==> src/rtl/mod_n_counter_if.sv <==
// Command and status bundle for one mod_n_counter stage; WIDTH must match the attached counter.
// TENS/UNITS exist only when MODCNT_BCD_EN is defined.
interface mod_n_counter_if #(
    parameter int WIDTH = 5
);
    logic             Enable;
    logic             LD;
    logic             Up;
    logic             Down;
    logic [WIDTH-1:0] D;
    logic [WIDTH-1:0] COUNT;
    logic             TC;
    logic             WRAP;
    logic             LD_ERR;
`ifdef MODCNT_BCD_EN
    logic [3:0]       TENS;
    logic [3:0]       UNITS;

    modport master (
        output Enable, LD, Up, Down, D,
        input  COUNT, TC, WRAP, LD_ERR, TENS, UNITS
    );
    modport slave (
        input  Enable, LD, Up, Down, D,
        output COUNT, TC, WRAP, LD_ERR, TENS, UNITS
    );
`else
    modport master (
        output Enable, LD, Up, Down, D,
        input  COUNT, TC, WRAP, LD_ERR
    );
    modport slave (
        input  Enable, LD, Up, Down, D,
        output COUNT, TC, WRAP, LD_ERR
    );
`endif
endinterface

==> src/rtl/mod_n_counter.sv <==
// Modulo-N up/down counter with checked load, cascade TC and optional BCD digits (MODCNT_BCD_EN).
// Latency: COUNT/WRAP/LD_ERR/BCD one cycle after a qualified command; TC combinational.
// Backpressure: none; Enable qualifies every command and doubles as the cascade carry-in.
module mod_n_counter #(
    parameter int MODULUS   = 24,
    parameter int WIDTH     = 5,
    parameter int RESET_VAL = 0
) (
    input logic            Clk,
    input logic            Clr,
    mod_n_counter_if.slave bus
);
    localparam logic [WIDTH-1:0] MAX_VAL = WIDTH'(MODULUS - 1);
    localparam logic [WIDTH-1:0] RST_VAL = WIDTH'(RESET_VAL);
    localparam logic [WIDTH:0]   MOD_EXT = (WIDTH + 1)'(MODULUS);

    generate
        if (MODULUS < 2 || MODULUS > (1 << WIDTH) || RESET_VAL < 0 || RESET_VAL >= MODULUS) begin : g_bad_params
            $error("mod_n_counter: illegal MODULUS/WIDTH/RESET_VAL combination");
        end
    endgenerate

    logic [WIDTH-1:0] count_q;
    logic [WIDTH-1:0] count_nxt;
    logic             wrap_q;
    logic             wrap_nxt;
    logic             ld_err_q;
    logic             ld_err_nxt;
    logic             at_max;
    logic             at_zero;
    logic             d_in_range;

    assign at_max     = (count_q == MAX_VAL);
    assign at_zero    = (count_q == '0);
    // Compare one bit wider so MODULUS == 2^WIDTH is representable.
    assign d_in_range = ({1'b0, bus.D} < MOD_EXT);

    always_comb begin
        count_nxt  = count_q;
        wrap_nxt   = 1'b0;
        ld_err_nxt = 1'b0;
        if (bus.Enable && bus.LD) begin
            if (d_in_range) begin
                count_nxt = bus.D;
            end else begin
                count_nxt  = '0;
                ld_err_nxt = 1'b1;
            end
        end else if (bus.Enable && (bus.Up ^ bus.Down)) begin
            if (bus.Up) begin
                if (at_max) begin
                    count_nxt = '0;
                    wrap_nxt  = 1'b1;
                end else begin
                    count_nxt = count_q + WIDTH'(1);
                end
            end else begin
                if (at_zero) begin
                    count_nxt = MAX_VAL;
                    wrap_nxt  = 1'b1;
                end else begin
                    count_nxt = count_q - WIDTH'(1);
                end
            end
        end
    end

    always_ff @(posedge Clk or negedge Clr) begin
        if (!Clr) begin
            count_q  <= RST_VAL;
            wrap_q   <= 1'b0;
            ld_err_q <= 1'b0;
        end else begin
            count_q  <= count_nxt;
            wrap_q   <= wrap_nxt;
            ld_err_q <= ld_err_nxt;
        end
    end

    // Carry-out is purely combinational so the next stage advances on the same edge.
    assign bus.TC     = bus.Enable & ~bus.LD &
                        ((bus.Up & ~bus.Down & at_max) | (bus.Down & ~bus.Up & at_zero));
    assign bus.COUNT  = count_q;
    assign bus.WRAP   = wrap_q;
    assign bus.LD_ERR = ld_err_q;

`ifdef MODCNT_BCD_EN
    generate
        if (MODULUS > 100) begin : g_bad_bcd
            $error("mod_n_counter: MODCNT_BCD_EN needs MODULUS <= 100");
        end
    endgenerate

    localparam logic [3:0] RST_TENS  = 4'(RESET_VAL / 10);
    localparam logic [3:0] RST_UNITS = 4'(RESET_VAL % 10);

    logic [7:0] bin8;
    logic [3:0] tens_nxt;
    logic [3:0] units_nxt;
    logic [3:0] tens_q;
    logic [3:0] units_q;

    // Digits come from the next-state value so they line up with COUNT.
    always_comb begin
        bin8      = 8'(count_nxt);
        tens_nxt  = 4'(bin8 / 8'd10);
        units_nxt = 4'(bin8 % 8'd10);
    end

    always_ff @(posedge Clk or negedge Clr) begin
        if (!Clr) begin
            tens_q  <= RST_TENS;
            units_q <= RST_UNITS;
        end else begin
            tens_q  <= tens_nxt;
            units_q <= units_nxt;
        end
    end

    assign bus.TENS  = tens_q;
    assign bus.UNITS = units_q;
`endif
endmodule
==> src/flat_wrapper.sv <==
// flat-port wrapper written by rule: the top's interface ports become plain ports
module mod_n_counter_flat 
#(
    parameter int MODULUS   = 24,
    parameter int WIDTH     = 5,
    parameter int RESET_VAL = 0
)
  (Clk, Clr, bus_Enable, bus_LD, bus_Up, bus_Down, bus_D, bus_COUNT, bus_TC, bus_WRAP, bus_LD_ERR);
  mod_n_counter_if #(.WIDTH(WIDTH)) bus_i ();
  input logic Clk;
  input logic Clr;
  input wire logic [$bits(bus_i.Enable)-1:0] bus_Enable;
  input wire logic [$bits(bus_i.LD)-1:0] bus_LD;
  input wire logic [$bits(bus_i.Up)-1:0] bus_Up;
  input wire logic [$bits(bus_i.Down)-1:0] bus_Down;
  input wire logic [$bits(bus_i.D)-1:0] bus_D;
  output wire logic [$bits(bus_i.COUNT)-1:0] bus_COUNT;
  output wire logic [$bits(bus_i.TC)-1:0] bus_TC;
  output wire logic [$bits(bus_i.WRAP)-1:0] bus_WRAP;
  output wire logic [$bits(bus_i.LD_ERR)-1:0] bus_LD_ERR;
  assign bus_i.Enable = bus_Enable;
  assign bus_i.LD = bus_LD;
  assign bus_i.Up = bus_Up;
  assign bus_i.Down = bus_Down;
  assign bus_i.D = bus_D;
  assign bus_COUNT = bus_i.COUNT;
  assign bus_TC = bus_i.TC;
  assign bus_WRAP = bus_i.WRAP;
  assign bus_LD_ERR = bus_i.LD_ERR;
  mod_n_counter #(.MODULUS(MODULUS), .WIDTH(WIDTH), .RESET_VAL(RESET_VAL)) u_core (.Clk(Clk), .Clr(Clr), .bus(bus_i));
endmodule
==> config.mk <==
export PLATFORM = sky130hd
export DESIGN_NAME = mod_n_counter_flat
export DESIGN_NICKNAME = d
export VERILOG_FILES = /design/src/rtl/mod_n_counter_if.sv /design/src/rtl/mod_n_counter.sv /design/src/flat_wrapper.sv
export SDC_FILE = /design/constraint.sdc
export NUM_CORES = 1
export LEC_CHECK = 0
export ABC_AREA = 1
export BUFFER_PORTS_ARGS = -buffer_cell sky130_fd_sc_hd__buf_2
export CAP_MARGIN = 20
export CORE_AREA = 3 3 40 42
export DETAILED_ROUTE_END_ITERATION = 7
export DIE_AREA = 0 0 43 45
export GPL_TIMING_DRIVEN = 0
export PLACE_DENSITY = 0.79
export SYNTH_ARGS = -nofsm -noshare
export SYNTH_HDL_FRONTEND = slang
export SYNTH_SLANG_ARGS = --single-unit
==> constraint.sdc <==
create_clock -name Clk -period 1.48 [get_ports Clk]
set_input_delay 0.148 -clock Clk [delete_from_list [all_inputs] [get_ports Clk]]
set_output_delay 0.148 -clock Clk [all_outputs]
set_load 0.02 [all_outputs]
==> results of run 1 <==
-- worst max path at each step --
stage,to,slack (ns),from
6_report,bus_TC,-0.12,u_core.bus.COUNT[0]$_DFFE_PN0P_
5_1_grt,bus_TC,-0.20,u_core.bus.COUNT[0]$_DFFE_PN0P_
3_5_place_dp,bus_TC,-0.04,u_core.bus.COUNT[1]$_DFFE_PN0P_
2_1_floorplan,bus_TC,0.004,u_core.bus.COUNT[1]$_DFFE_PN0P_
4_1_cts,bus_TC,-0.14,u_core.bus.COUNT[0]$_DFFE_PN0P_
3_3_place_gp,bus_TC,0.004,u_core.bus.COUNT[1]$_DFFE_PN0P_
-- cell type report --
type	instances	area (um^2)	share of cell area (%)
Tap cell	15	18.8	2.27
Timing Repair Buffer	24	140	16.9
Clock buffer	4	26.3	3.18
Buffer	1	11.3	1.36
Multi-Input combinational cell	68	409	49.5
Inverter	12	45.0	5.45
Sequential cell	7	176	21.3
-- registers in the layout (all words and copies together), names as in the netlist --
register and count:
u_core.bus.LD_ERR 1, u_core.bus.COUNT 5, u_core.bus.WRAP 1
-- routing by layer --
layer  up-vias  share of wire, %
li1        346                 -
met5         -                 0
met4         0                 0
met3         0               6.6
met1       297                41
met2        31                53
-- layout by cell type (no fill, tap or decap), drive strengths merged --
master / count
nor2: 10
nand4: 2
nand3: 8
clkbuf: 4
dlygate4sd3: 1
nand2: 25
buf: 24
a22oi: 1
dfrtp: 7
a21oi: 11
ha: 4
or2: 1
o21ai: 3
nor3: 2
a31oi: 1
inv: 12
-- worst register-to-register path, cell delays in order (launching register included) --
cell and delay [ns]:
dfrtp_1 0.43, ha_2 0.23, nand3_4 0.10, nor2_4 0.04
buf_4 0.16, nor2_4 0.08, nand2_1 0.06, nand2_1 0.07
nand2_1 0.06, a21oi_2 0.10
-- metrics by stage --
step           cell area [um^2]  hold slack [ns]  util, %
2_1_floorplan               599           -0.148        -
5_1_grt                     827            0.148     64.4
4_1_cts                     801            0.136     62.3
3_3_place_gp                708          -0.0168     55.1
3_5_place_dp                708         -0.00965     55.1
6_report                    827            0.143     64.4
-- power breakdown --
part           leakage (nW)  switching, W  total, W  internal, W
registers            0.0826     0.0000584  0.000290     0.000232
clock network        0.0150     0.0000701  0.000173     0.000103
logic                 0.339      0.000319  0.000546     0.000227
-- cells by family (layout without fill, tap and decap cells) --
family	Yosys count	count (layout)	share of synthesized area [%]
flip-flops	7	7	29.4
adder cells (fa/ha/maj)	4	4	8.40
buffers and inverters	13	41	9.45
AND/OR/NAND/NOR	48	48	36.6
AO/OA/AOI/OAI	16	16	16.2
-- cells in the mapped netlist (2+ instances only) --
cell,number,area share (%)
ha_1,4,8.4
nor3_1,2,1.7
inv_2,2,1.3
nand4_1,2,2.1
o21ai_0,2,1.7
a21oi_1,10,8.4
dfrtp_1,7,29
inv_1,10,6.3
nor2_1,9,5.7
nand2_2,2,2.1
nand3_2,2,3.4
nand3_1,6,5.0
nand2_1,23,14
-- what timing repair did --
item                       CTS  global route
setup endpoints to repair    1             4
hold endpoints to repair     7             0
hold buffers                 1             0
buffers inserted             5             0
gates resized for setup      8             6
pin swaps                    2             3
==> summary.txt, run 1 <==
Pwr
  • Static leakage: 0.436 nW
  • Max IR drop VDD: 409 uV
  • Pwr Total: 0.00101 W
  • P per Cell Area: 1220 nW/um^2

Floorplanning
  • DIE AREA: 1940 um^2
  • I/O pins: 19
  • Number of core rows: 13
  • Die Width: 43 um
  • Die H: 45 um
  • Initial Util: 46.3%
  • Core Box Area: 1280 um^2

Job
  • MaxCap Viol Count: 0

Setup path
  • Worst R2R End: u_core.bus.COUNT[3]$_DFFE_PN0P_
  • Crit path required time: 1.33 ns
  • Kind of end point of the critical path: output port
  • Crit path cell chain: inv_2 -> ha_2 -> nand4_1 -> a21oi_2 -> buf_4
  • Highest cell delay on the worst timing path: 0.43 ns
  • CP Depth: 5
  • Worst r2r src: u_core.bus.COUNT[0]$_DFFE_PN0P_
  • Crit Path Class: flip-flop to output port
  • Buf/Inv on CP: 2
  • Startpoint types: flip-flop
  • Reg2Reg Depth: 9
  • CP arrival: 1.46 ns
  • R2r setup slk: 0.08 ns
  • CP Max Fanout: 5
  • CP top delay family: flip-flops
  • Slowest CP cell: dfrtp_1

Synthesis
  • Yosys cell types: 20
  • Mapped Cells: 88
  • Async SR Flop Fraction: 100%
  • #FFs+latches synth: 7
  • Top_reg_cell synth: dfrtp_1
  • Ys Warns: 0
  • Syn Nets: 103
  • Mapped Area: 596 um^2
  • Sequential fraction of the synthesis area: 29.4%
  • EDFF count, synth: 0
  • Synth Area per Inst: 6.77 um^2

Min path
  • Min-Delay Path Class: input port to flip-flop
  • WHS Endpoint: u_core.bus.LD_ERR$_DFF_PN0_
  • Worst hold start: bus_D[3]
  • Min-Delay Path Depth: 3

Final layout
  • Layout Nets: 132
  • Area Overhead vs Synth: 38.9%
  • Antenna cell count: 0
  • Filler cells: 116
  • Share of layout cells above drive strength 1: 42.2%
  • Cell Count, Final, Fillers Out: 131

Timing
  • Final Max Tran Viols: 0
  • Final hold violation count: 0
  • Worst-Margin Slew: 0.355 ns
  • Period minus WS final: 1.60 ns
  • Final period utilization: 108%
  • Final setup violation count: 1
  • Clock Skew: 0.00650 ns
  • Worst Setup Slack, final: -0.123 ns
  • RSZ-0062 raised after global routing: true
  • Fmax: 624 MHz
  • Relative slew slack: 76.4%
  • Setup TNS: -0.123 ns

Global route
  • Grt total ovfl: 0
  • Layer with the highest usage: met2
  • First-pass GRT wire length: 2590 um
  • GRT met3 Usage: 4.38%
  • Initial antenna violation count: 0
  • Via count of the first global-routing pass: 616
  • Met1 usage: 20.6%
  • GRT met2 Usage: 32.0%
  • Largest net degree at the start of global routing: 10
  • Total GRT Usage: 17.8%

Clock network
  • TritonCTS clock tree: done
  • Longest Clk Path Bufs: 2
  • Clk Latency, worst-skew pair: 0.25 ns
  • H-tree levels: 1
  • Clock transition at path regs: 0.06 ns
  • Root Driver: clkbuf_4
  • Inserted Clock Buffers: 3
  • CTS sink count: 7

Run status
  • Failing checks: negative setup slack
  • Outcome: finished, violations left

Placed design
  • GP Congestion: 0.854
  • Number of buffers added on ports: 18
  • Placed insts: 121
  • Post-DP HPWL: 1100 um
  • Post-place setup slack: -0.0380 ns

Drt
  • Antenna-violating nets left: 0
  • Final WL: 1570 um
  • DR vias/cell: 5.15
  • Drt first pass iters: 4
  • Routed WL per cell: 12.0 um
  • Detailed-route via count: 674
  • 1st-iter DRT viols: 30
  • Residual DRC: 0
Power figures use the tool's default switching activity.
==> inputs of run 2 (changes only) <==
--- a/config.mk
+++ b/config.mk
@@ -8,9 +8,9 @@
 export ABC_AREA = 1
 export BUFFER_PORTS_ARGS = -buffer_cell sky130_fd_sc_hd__buf_2
 export CAP_MARGIN = 20
-export CORE_AREA = 3 3 40 42
+export CORE_MARGIN = 3
+export CORE_UTILIZATION = 43
 export DETAILED_ROUTE_END_ITERATION = 7
-export DIE_AREA = 0 0 43 45
 export GPL_TIMING_DRIVEN = 0
 export PLACE_DENSITY = 0.79
 export SYNTH_ARGS = -nofsm -noshare
==> constraint.sdc (replaced) <==
create_clock -name Clk -period 1.4 [get_ports Clk]
set_input_delay 0.14 -clock Clk [delete_from_list [all_inputs] [get_ports Clk]]
set_output_delay 0.14 -clock Clk [all_outputs]
set_load 0.02 [all_outputs]
==> run 2 against run 1 <==
Compared with the run above: the run still ends with negative setup slack left; global-route usage up 2.0 points; wire length increased by 9.9%; clock skew shrank 0.0045 ns; final area rose by 6.2%; register-to-register slack worse by 0.06 ns; critical path type unchanged; critical endpoint unchanged; largest cell class unchanged.
==> summary.txt, run 2 (synthesized netlist as in run 1, its figures left out) <==
Setup path
  • CP Max Fanout: 9 (+4)
  • Crit Path Class: flip-flop to output port
  • CP arrival: 1.36 ns (-0.10 ns)
  • Crit path cell chain: buf_6 -> nor2_4 -> nand4_1 -> a21oi_2 -> buf_4
  • Startpoint types: flip-flop
  • Highest cell delay on the worst timing path: 0.41 ns (-0.02 ns)
  • Reg2Reg Depth: 7 (-2)
  • Kind of end point of the critical path: output port
  • Crit path required time: 1.26 ns (-0.07 ns)
  • Slowest CP cell: dfrtp_1

Floorplanning
  • Initial Util: 49.6% (+3.2 points)
  • Core Box Area: 1200 um^2 (-6.5%)
  • Number of core rows: 12 (-1)
  • Die Width: 43.2 um (+0.50%)
  • Die H: 43.2 um (-4.0%)
  • I/O pins: 19 (unchanged)
  • DIE AREA: 1870 um^2 (-3.5%)

Pwr
  • Combinational group share of total power: 55.2% (+1.1 points)
  • Part of the power in registers: 28.2% (-0.6 points)
  • Total net switching power: 0.000538 W (+20%)
  • Clock Power Share: 16.6% (-0.5 points)
  • P per Cell Area: 1340 nW/um^2 (+9.5%)
  • Static leakage: 0.447 nW (+2.4%)
  • Pwr Total: 0.00117 W (+16%)
  • Sw Share: 45.8% (+1.5 points)
  • Max IR drop VDD: 745 uV (+82%)
  • Internal power: 0.000636 W (+13%)

Global route
  • Initial antenna violation count: 0 (unchanged)
  • Via count of the first global-routing pass: 645 (+4.7%)
  • Total GRT Usage: 19.8% (+2.0 points)
  • Largest net degree at the start of global routing: 10 (unchanged)
  • First-pass GRT wire length: 2720 um (+4.8%)
  • Grt total ovfl: 0 (unchanged)

Final layout
  • Share of layout cells above drive strength 1: 47.0% (+4.8 points)
  • Register area: 179 um^2 (+1.4%)
  • Area Overhead vs Synth: 47.5%
  • Number of flip-flops in the largest register: 5 (unchanged)
  • Antenna cell count: 0 (unchanged)
  • Area of the multi-input gates: 449 um^2 (+9.8%)
  • Commonest non-fill, non-tap cells in the layout: 21 x nand2_1, 17 x buf_2, 8 x inv_1
  • Commonest non-fill, non-tap cell in the layout: nand2_1
  • Final instance area: 878 um^2 (+6.2%)
  • Layout Nets: 133 (+0.76%)
  • Filler cells: 110 (-5.2%)
  • Cell Count, Final, Fillers Out: 131 (unchanged)

Clock network
  • Root Driver: clkbuf_4
  • Clock transition at path regs: 0.05 ns (about the same)
  • H-tree levels: 1 (unchanged)
  • Clk Latency, worst-skew pair: 0.26 ns (about the same)
  • CTS sink count: 7 (unchanged)
  • Longest Clk Path Bufs: 2 (unchanged)
  • TritonCTS clock tree: done
  • Inserted Clock Buffers: 3 (unchanged)

Timing
  • RSZ-0062 raised after global routing: true
  • Final setup violation count: 1 (unchanged)
  • Worst-Margin Slew: 0.321 ns (-0.0334 ns)
  • Final Max Tran Viols: 0 (unchanged)
  • Final period utilization: 107%
  • Period minus WS final: 1.50 ns
  • Final hold violation count: 0 (unchanged)
  • Fmax: 664 MHz
  • Worst Setup Slack, final: -0.105 ns (+0.0185 ns)
  • Relative slew slack: 78.6% (+2.2 points)
  • Clock Skew: 0.00203 ns (-0.00447 ns)

Run status
  • Failing checks: negative setup slack
  • Outcome: finished, violations left

Drt
  • Detailed-route via count: 714 (+5.9%)
  • Drt first pass iters: 4 (unchanged)
  • Antenna-violating nets left: 0 (unchanged)
  • 1st-iter DRT viols: 9 (-70%)
  • DR vias/cell: 5.45 (+5.9%)
  • Residual DRC: 0 (unchanged)
  • Routed WL per cell: 13.2 um (+9.9%)
  • Final WL: 1720 um (+9.9%)

Job
  • MaxCap Viol Count: 0 (unchanged)

Placed design
  • Post-DP HPWL: 1150 um (+5.0%)
  • GP Congestion: 0.871 (+2.0%)
  • Number of buffers added on ports: 18 (unchanged)
  • Placed insts: 120 (-0.83%)
  • Area post-placement: 708 um^2 (unchanged)

Min path
  • Min-Delay Path Class: input port to flip-flop
  • Min-Delay Path Depth: 3 (unchanged)
[run 2: cell types whose count changed in the layout (fill, tap and decap cells not counted), moves of 2 or more]
| cell | previous run | this run |
|---|---|---|
| ha_2 | 2 | 0 |
| ha_4 | 0 | 2 |
| dfrtp_1 | 6 | 4 |
| dfrtp_2 | 1 | 3 |
[run 2: power groups by stage]
| stage | Combinational [W] | Sequential (W) | Clock, W |
|---|---|---|---|
| 6_report | 0.000649 | 0.000331 | 0.000195 |
| 5_1_grt | 0.000710 | 0.000336 | 0.000215 |
| 3_5_place_dp | 0.000460 | 0.000314 | 0 |
| 3_3_place_gp | 0.000447 | 0.000309 | 0 |
| 4_1_cts | 0.000570 | 0.000320 | 0.000200 |
| 2_1_floorplan | 0.000284 | 0.000351 | 0 |
[run 2: what timing repair did]
| action | in CTS | in global routing |
|---|---|---|
| gates resized for setup | 12 | 12 |
| buffers inserted | 4 | 3 |
| cloned | 0 | 0 |
| pin swaps | 2 | 6 |
| hold buffers | 1 | 0 |
| endpoints found under the hold margin | 7 | 0 |
| setup endpoints to repair | 3 | 5 |
[run 2: path summary, 6_finish.rpt]
path                                                 startpoint                               to  slack (ns)
worst max-delay path            u_core.bus.COUNT[2]$_DFFE_PN0P_                           bus_TC       -0.10
min in group asynchronous                                   Clr  u_core.bus.COUNT[0]$_DFFE_PN0P_        0.24
worst min register to register  u_core.bus.COUNT[4]$_DFFE_PN0P_  u_core.bus.COUNT[4]$_DFFE_PN0P_        0.67
worst max register to register  u_core.bus.COUNT[0]$_DFFE_PN0P_  u_core.bus.COUNT[2]$_DFFE_PN0P_        0.02
worst min-delay path                                   bus_D[3]      u_core.bus.LD_ERR$_DFF_PN0_        0.11
max in group asynchronous                                   Clr  u_core.bus.COUNT[3]$_DFFE_PN0P_        0.98
[run 2: final cells by class]
type                    count  area share (%)
repair buffers             25            16.8
well taps                  14            1.99
multi-input cells          68            51.1
flip-flops and latches      7            20.4
clock buffers               4            2.99
plain buffers               1            1.28
inverters                  12            5.41
[run 2: critical path, delay by kind of cell (launching register included)]
family | cells | cell delay (ns)
AND/OR/NAND/NOR | 2 | 0.22
flip-flops | 1 | 0.41
buffers and inverters | 2 | 0.31
AO/OA/AOI/OAI | 1 | 0.15
[run 2: per-layer routing]
layer / track usage, % / vias up / wire, um
li1: - / 347 / -
met1: 22.9 / 328 / 719
met2: 31.6 / 30 / 808
met3: 5.51 / 9 / 113
met4: 12.7 / 0 / 82
met5: 0 / - / 0
[run 2: through the flow]
stage	setup slack (ns)	hold WS, ns	TNS (ns)	utilization (%)
6_report	-0.105	0.110	-0.105	73.1
5_1_grt	-0.186	0.140	-0.225	73.1
2_1_floorplan	-0.0682	-0.156	-0.0682	-
3_3_place_gp	-0.0644	-0.0239	-0.0644	59.0
3_5_place_dp	-0.0679	-0.0126	-0.0679	59.0
4_1_cts	-0.127	0.105	-0.127	68.6
==> inputs of run 3 (changes only) <==
--- a/config.mk
+++ b/config.mk
@@ -13,6 +13,7 @@
 export DETAILED_ROUTE_END_ITERATION = 7
 export GPL_TIMING_DRIVEN = 0
 export PLACE_DENSITY = 0.79
+export RECOVER_POWER = 50
 export SYNTH_ARGS = -nofsm -noshare
 export SYNTH_HDL_FRONTEND = slang
 export SYNTH_SLANG_ARGS = --single-unit
==> run 3 against run 2 <==
Compared with the run above: register-to-register slack barely moved; global-route usage did not move; critical endpoint unchanged; clock skew fell by 0.0017 ns; first-iteration DRC count rose by 11%; power barely moved; core utilization fell by 0.42 points; the flow still finishes with violations (negative setup slack); clock power barely moved.
==> summary.txt, run 3 (synthesized netlist as in run 1, its figures left out) <==
Run status
  • Outcome: finished, violations left
  • Failing checks: negative setup slack

Placed design
  • Post-place setup slack: -0.0679 ns (unchanged)
  • GP Congestion: 0.871 (unchanged)
  • Number of buffers added on ports: 18 (unchanged)
  • Post-DP HPWL: 1150 um (unchanged)
  • Placed insts: 120 (unchanged)

Setup path
  • CP Max Fanout: 9 (unchanged)
  • Slowest CP cell: dfrtp_1
  • Crit path required time: 1.26 ns (about the same)
  • Kind of end point of the critical path: output port
  • Crit path cell chain: buf_6 -> nor2_4 -> nand4_1 -> a21oi_2 -> buf_4
  • Buf/Inv on CP: 2 (unchanged)
  • CP top delay family: flip-flops
  • Worst r2r src: u_core.bus.COUNT[0]$_DFFE_PN0P_
  • Reg2Reg Depth: 7 (unchanged)
  • R2r setup slk: 0.03 ns (about the same)
  • Worst R2R End: u_core.bus.COUNT[2]$_DFFE_PN0P_
  • Crit Path Class: flip-flop to output port
  • Highest cell delay on the worst timing path: 0.41 ns (about the same)
  • CP arrival: 1.36 ns (about the same)
  • Startpoint types: flip-flop

Floorplanning
  • DIE AREA: 1870 um^2 (unchanged)
  • Die H: 43.2 um (unchanged)
  • Number of core rows: 12 (unchanged)
  • Initial Util: 49.6% (unchanged)
  • Core Box Area: 1200 um^2 (unchanged)
  • I/O pins: 19 (unchanged)
  • Die Width: 43.2 um (unchanged)

Timing
  • Period minus WS final: 1.50 ns (-0.00176 ns)
  • Fmax: 665 MHz (+0.12%)
  • Final setup violation count: 1 (unchanged)
  • Final Max Tran Viols: 0 (unchanged)
  • Relative slew slack: 72.2% (-6.3 points)
  • Worst-Margin Slew: 0.417 ns (+0.0952 ns)
  • Worst Setup Slack, final: -0.103 ns (+0.00176 ns)
  • Clock Skew: 0.000346 ns (-0.00169 ns)
  • RSZ-0062 raised after global routing: true
  • Final period utilization: 107% (-0.13 points)
  • Final hold violation count: 0 (unchanged)

Final layout
  • Area Overhead vs Synth: 46.6%
  • Number of flip-flops in the largest register: 5 (unchanged)
  • Share of layout cells above drive strength 1: 44.4% (-2.6 points)
  • Antenna cell count: 0 (unchanged)
  • Layout Nets: 133 (unchanged)
  • Commonest non-fill, non-tap cell in the layout: nand2_1
  • Commonest non-fill, non-tap cells in the layout: 22 x nand2_1, 15 x buf_2, 8 x inv_1
  • Cell Count, Final, Fillers Out: 131 (unchanged)

Global route
  • Via count of the first global-routing pass: 645 (unchanged)
  • Initial antenna violation count: 0 (unchanged)
  • First-pass GRT wire length: 2720 um (unchanged)
  • Total GRT Usage: 19.8% (unchanged)
  • Grt total ovfl: 0 (unchanged)
  • Largest net degree at the start of global routing: 10 (unchanged)

Clock network
  • CTS sink count: 7 (unchanged)
  • Inserted Clock Buffers: 3 (unchanged)
  • Clk Latency, worst-skew pair: 0.26 ns (about the same)
  • Root Driver: clkbuf_4
  • Clock transition at path regs: 0.05 ns (about the same)
  • TritonCTS clock tree: done
  • Longest Clk Path Bufs: 2 (unchanged)
  • H-tree levels: 1 (unchanged)

Drt
  • Routed WL per cell: 13.1 um (-0.46%)
  • Antenna-violating nets left: 0 (unchanged)
  • Drt first pass iters: 4 (unchanged)
  • Detailed-route via count: 710 (-0.56%)
  • Final WL: 1720 um (-0.46%)
  • DR vias/cell: 5.42 (-0.56%)
  • 1st-iter DRT viols: 10 (+1)
  • Residual DRC: 0 (unchanged)

Min path
  • Min-Delay Path Class: input port to flip-flop
  • Min-Delay Path Depth: 3 (unchanged)
  • Worst hold start: bus_D[3]
  • WHS Endpoint: u_core.bus.LD_ERR$_DFF_PN0_

Pwr
  • Pwr Total: 0.00118 W (about the same)
  • Static leakage: 0.439 nW (-1.7%)
  • P per Cell Area: 1350 nW/um^2 (+0.66%)
  • Max IR drop VDD: 742 uV (-0.41%)

Job
  • MaxCap Viol Count: 0 (unchanged)
## run 3: metal layers
metal	wire length, um	up-vias	GRT usage, %	share of wire, %
li1	-	345	-	-
met1	698	326	22.9	41
met2	835	30	31.6	49
met3	100	9	5.51	5.8
met4	82	0	12.7	4.8
met5	0	-	0	0
## run 3: power by group
group | total, W | leakage (nW) | internal [W] | switching, W
Sequential | 0.000332 | 0.0807 | 0.000248 | 0.0000835
Clock | 0.000196 | 0.0150 | 0.000110 | 0.0000869
Combinational | 0.000647 | 0.343 | 0.000278 | 0.000370
## run 3: stage by stage
stage               instance area, um^2  TNS, ns  util (%)  hold WS [ns]
finish                              873   -0.103      72.7         0.109
global route                        873   -0.232      72.7         0.140
CTS                                 825   -0.127      68.6         0.105
detailed placement                  708  -0.0679      59.0       -0.0126
global placement                    708  -0.0644      59.0       -0.0239
floorplan                           601  -0.0682         -        -0.156
## run 3: what timing repair did
item,CTS,global route
pin swaps,2,6
setup buffers,4,3
hold buffers,1,0
setup endpoints to repair,3,5
endpoints found under the hold margin,7,0
gates resized for setup,12,12
## run 3: area by class of cell
| cell class | count | area, um^2 |
|---|---|---|
| plain buffers | 1 | 11.3 |
| fillers | 112 | 328 |
| inverters | 12 | 47.5 |
| clock buffers | 4 | 26.3 |
| repair buffers | 25 | 145 |
| multi-input cells | 68 | 447 |
| well taps | 14 | 17.5 |
| flip-flops and latches | 7 | 179 |
## run 3: how the worst max path moves through the flow
stage                                                from  endpoint  slack [ns]  cells after the start
after floorplan           u_core.bus.COUNT[1]$_DFFE_PN0P_    bus_TC       -0.07                      5
after global placement    u_core.bus.COUNT[1]$_DFFE_PN0P_    bus_TC       -0.06                      6
after detailed placement  u_core.bus.COUNT[1]$_DFFE_PN0P_    bus_TC       -0.07                      6
after CTS                 u_core.bus.COUNT[0]$_DFFE_PN0P_    bus_TC       -0.13                      6
after global routing      u_core.bus.COUNT[0]$_DFFE_PN0P_    bus_TC       -0.19                      6
final                     u_core.bus.COUNT[2]$_DFFE_PN0P_    bus_TC       -0.10                      5
## run 3: worst min-delay path, cell delays in order
cell,delay [ns]
buf_2,0.11
nand2_1,0.05
nor2_1,0.04
